==> src/rtl/pwm_capture.sv <==
// PWM receiver: measures high time and period (rise to rise) of a synchronized input and flags a stuck line.
// Results strobe 3 clock edges after the input rises; there is no backpressure and oValid is a single-cycle pulse.
module pwm_capture #(
  parameter int CNT_W   = 8,
  parameter int TIMEOUT = 200
) (
  input  logic             iClk,
  input  logic             iReset,
  input  logic             iPWM,
  output logic [CNT_W-1:0] oHigh,
  output logic [CNT_W-1:0] oPeriod,
  output logic             oValid,
  output logic             oStuck,
  output logic             oLevel
);

  typedef enum logic {IDLE, MEASURE} state_t;

  localparam logic [CNT_W-1:0] CNT_ONE     = CNT_W'(1);
  localparam logic [CNT_W-1:0] CNT_TIMEOUT = CNT_W'(TIMEOUT);

  state_t           state_q, state_d;
  logic             s1, s2, s3;
  logic             rise;
  logic [CNT_W-1:0] period_q, period_d;
  logic [CNT_W-1:0] high_q, high_d;
  logic [CNT_W-1:0] high_out_d, period_out_d;
  logic             valid_d, stuck_d;

  always_ff @(posedge iClk or posedge iReset) begin
    if (iReset) begin
      s1 <= 1'b0;
      s2 <= 1'b0;
      s3 <= 1'b0;
    end else begin
      s1 <= iPWM;
      s2 <= s1;
      s3 <= s2;
    end
  end

  assign rise   = s2 & ~s3;
  assign oLevel = s2;

  always_ff @(posedge iClk or posedge iReset) begin
    if (iReset) begin
      state_q  <= IDLE;
      period_q <= '0;
      high_q   <= '0;
      oHigh    <= '0;
      oPeriod  <= '0;
      oValid   <= 1'b0;
      oStuck   <= 1'b0;
    end else begin
      state_q  <= state_d;
      period_q <= period_d;
      high_q   <= high_d;
      oHigh    <= high_out_d;
      oPeriod  <= period_out_d;
      oValid   <= valid_d;
      oStuck   <= stuck_d;
    end
  end

  always_comb begin
    state_d      = state_q;
    period_d     = period_q;
    high_d       = high_q;
    high_out_d   = oHigh;
    period_out_d = oPeriod;
    valid_d      = 1'b0;
    stuck_d      = oStuck;
    case (state_q)
      IDLE: begin
        // The arming edge only starts a measurement; nothing is reported yet.
        if (rise) begin
          state_d  = MEASURE;
          period_d = CNT_ONE;
          high_d   = CNT_ONE;
          stuck_d  = 1'b0;
        end
      end
      MEASURE: begin
        if (rise) begin
          period_out_d = period_q;
          high_out_d   = high_q;
          valid_d      = 1'b1;
          period_d     = CNT_ONE;
          high_d       = CNT_ONE;
        end else if (period_q == CNT_TIMEOUT) begin
          period_out_d = '0;
          high_out_d   = '0;
          valid_d      = 1'b1;
          stuck_d      = 1'b1;
          state_d      = IDLE;
        end else begin
          period_d = period_q + CNT_ONE;
          high_d   = high_q + {{(CNT_W-1){1'b0}}, s2};
        end
      end
      default: state_d = IDLE;
    endcase
  end

endmodule

==> config.mk <==
export PLATFORM = sky130hd
export DESIGN_NAME = pwm_capture
export DESIGN_NICKNAME = d
export VERILOG_FILES = /design/src/rtl/pwm_capture.sv
export SDC_FILE = /design/constraint.sdc
export NUM_CORES = 1
export LEC_CHECK = 0
export ABC_AREA = 0
export ABC_CLOCK_PERIOD_IN_PS = 2150
export BUFFER_PORTS_ARGS = -buffer_cell sky130_fd_sc_hd__buf_2
export CORE_MARGIN = 2
export CORE_UTILIZATION = 34
export CTS_BUF_LIST = sky130_fd_sc_hd__clkbuf_4
export CTS_CLUSTER_SIZE = 14
export DETAILED_ROUTE_END_ITERATION = 10
export SETUP_SLACK_MARGIN = 0.05
export SLEW_MARGIN = 10
export SYNTH_ARGS = -nofsm -noshare
export SYNTH_HDL_FRONTEND = slang
export SYNTH_SLANG_ARGS = --single-unit
export TNS_END_PERCENT = 20
==> constraint.sdc <==
create_clock -name iClk -period 2.15 [get_ports iClk]
set_clock_uncertainty 0.2 [all_clocks]
set_input_delay 0.5375 -clock iClk [delete_from_list [all_inputs] [get_ports iClk]]
set_output_delay 0.5375 -clock iClk [all_outputs]
set_load 0.1 [all_outputs]
==> results.cfg <==
[yosys]
synth_top_area_cell = dfrtp_1
syn-cell-area_um2 = 1670
synth_cell_types = 37
yosysMostFrequentCell = dfrtp_1
synth_xor_area_share_pct = 3.67
synth_edf_count = 0
synth_compound_area_share_pct = 16.1
yosysTopAreaCellShare_pct = 56.9
yosys_warnings = 0
ys_seq_elements = 38
ys_top_cells_by_count = dfrtp_1, a22o_1, nand2_1
syn_area_per_cell_um2 = 11.9
synth_top_family_by_area = simple AND/OR/NAND/NOR gates
ys_seq_area_share_pct = 56.9
async_reset_ff_share_pct = 100
yosys.area_share.adder_pct = 2.99
synthesis.nets = 148
synth.area.top_cells = dfrtp_1, a22o_1, ha_1
yosys.area_share.simple_pct = 17.1
synth_cells = 141
muxShareOfSynthArea_pct = 0
yosys_most_used_dff = dfrtp_1

[cells_and_area]
nFillCells = 458
drive_above_1_share_pct = 25.6
antenna_cells = 0
final_nets = 174
area_delta_synth_final_pct = 15.6

[sta]
worst_pin_slew_ns = 0.498
slew_headroom_pct = 66.6
fin_setup_tns_ns = 0
max_freq_mhz = 503
setup_viol = 0
finalHoldViolCount = 0
rsz0062_at_grt = true
min_period_ns = 1.99
fin_crit_sh_pct = 92.5
drv_slew = 0

[pwr]
p_leak_nw = 0.970
finalPower_mw = 2.04
power-per-cell-area_nw_per_um2 = 1060
ir_drop_mv = 0.670

[clocking]
numClockSinks = 38
cts_buffers = 5
cts_tree = built
path_clk_slew_ns = 0.11
htree_levels = 2
cts-root-buf = clkbuf_4
cts.path.max_buffers = 2
cts_setup_buffers = 0
clk_latency_ns = 0.33

[setup_path]
required_ns = 2.21
start_kind = register
cp.arrival_ns = 2.05
slowest_delay_ns = 0.49
crit_chain = inv_1, ha_1, nand4b_4, o21ai_2, or4_1, a21oi_1
end_kind = register
worst_path_max_delay_cell = or4_1
crit_path_max_fanout = 6
path_class = reg -> reg

[global_routing]
grt_max_degree = 25
track_usage_pct = 13.7
antenna_found_initial = 0
grt_overflow = 0
grt_pass1_vias = 1184
grt_pass1_wl_mm = 5.64

[floorplanning]
initial_core_util_pct = 35.4
die_w_um = 74.1
rows = 25
design.die.area_um2 = 5490
die_y_um = 74.1
fp.coreArea_um2 = 4720
io_pins = 22

[route]
postRouteAntennaNets = 0
finalWirelength_mm = 3.34
drt_pass1_iterations = 4
route.vias.total = 1179
drtIter0Drc = 80
avgRoutedWirePerCell_um = 14.2
vias_per_cell = 5.02
drcViolationCount = 0

[outcome]
status = finished, final reports clean

[placement]
io_buffers = 21
dpl.hpwl_mm = 2.36
gp_congestion = 0.840

[flow_run]
drv_cap = 0

[worst_hold_path]
hold_class = in -> reg
-- per-stage QoR --
step | setup slack (ns) | area (um^2) | util, % | cells | hold WS [ns]
finish | 0.161 | 1930 | 40.9 | 235 | 0.103
CTS | 0.129 | 1920 | 40.7 | 234 | 0.00277
detailed placement | 0.166 | 1870 | 39.5 | 226 | 0.136
global route | 0.0479 | 1930 | 40.9 | 235 | 0.0706
global placement | 0.240 | 1870 | 39.5 | 226 | 0.133
floorplan | 0.0749 | 1690 | - | 141 | 0.131
-- state kept, by name (all words and copies together) (netlist names) --
signal and flops:
s1 1, oStuck 1, oValid 1, state_q 1
oLevel 1, s3 1, oPeriod 8, oHigh 8
high_q 8, period_q 8
-- cell families after synthesis --
group                    after synthesis
AND/OR/NAND/NOR                       47
AO/OA/AOI/OAI                         34
flip-flops                            38
XOR/XNOR                               7
buffers and inverters                 11
adder cells (fa/ha/maj)                4
-- cells in the final DEF (no fill, tap or decap), types with 2 or more instances in the layout --
master / n
xor2_1: 5
o21ai_4: 2
nand2_1: 11
buf_4: 4
clkinv_2: 2
o21ai_0: 3
buf_2: 21
a21oi_1: 6
or4_1: 2
nor2_1: 7
nand4_1: 4
a22o_1: 16
or3_1: 4
inv_1: 3
xnor2_1: 2
ha_1: 3
dfrtp_1: 37
o21ai_1: 2
clkbuf_4: 6
nand3_1: 7
nand2b_1: 2
-- power breakdown --
part,switching [mW],internal [mW]
logic,0.572,0.162
registers,0.123,0.825
clock network,0.221,0.137
-- final timing paths --
check                                        start                      to  slack [ns]  depth (start not counted)
hold reg to reg                       s1$_DFF_PP0_        oLevel$_DFF_PP0_        0.16                          0
setup reg to reg           period_q[0]$_DFFE_PP0P_   high_q[7]$_DFFE_PP0P_        0.16                          6
hold / removal                                iPWM            s1$_DFF_PP0_        0.10                          1
max in group asynchronous                   iReset  oPeriod[6]$_DFFE_PP0P_        0.91                          4
min in group asynchronous                   iReset   high_q[0]$_DFFE_PP0P_        0.56                          4
setup / recovery           period_q[0]$_DFFE_PP0P_   high_q[7]$_DFFE_PP0P_        0.16                          6
-- critical path: cells and delay by family, from the launching register on --
kind / cells / cell delay (ns)
AND/OR/NAND/NOR: 2 / 0.66
flip-flops: 1 / 0.44
buffers and inverters: 1 / 0.10
AO/OA/AOI/OAI: 2 / 0.28
adder cells (fa/ha/maj): 1 / 0.25
-- final cells by class --
class | instances | area, um^2 | share of cell area (%)
Clock buffer | 6 | 45.0 | 2.33
Clock inverter | 2 | 10.0 | 0.518
Inverter | 4 | 15.0 | 0.777
Multi-Input combinational cell | 92 | 679 | 35.1
Sequential cell | 38 | 955 | 49.4
Tap cell | 67 | 83.8 | 4.34
Timing Repair Buffer | 26 | 145 | 7.51
-- what timing repair did --
action	CTS	global route
hold buffers	0	1
endpoints found under the hold margin	0	11
gates resized for setup	0	1
setup endpoints to repair	0	16
-- metal layers --
| metal | share of wire, % | track usage (%) | vias to the layer above | routed length [um] |
|---|---|---|---|---|
| li1 | - | - | 565 | - |
| met1 | 47 | 18.0 | 586 | 1570 |
| met2 | 48 | 21.3 | 23 | 1600 |
| met3 | 4.1 | 4.20 | 5 | 137 |
| met4 | 0.96 | 4.85 | 0 | 32 |
| met5 | 0 | 0 | - | 0 |
Power figures use the tool's default switching activity.
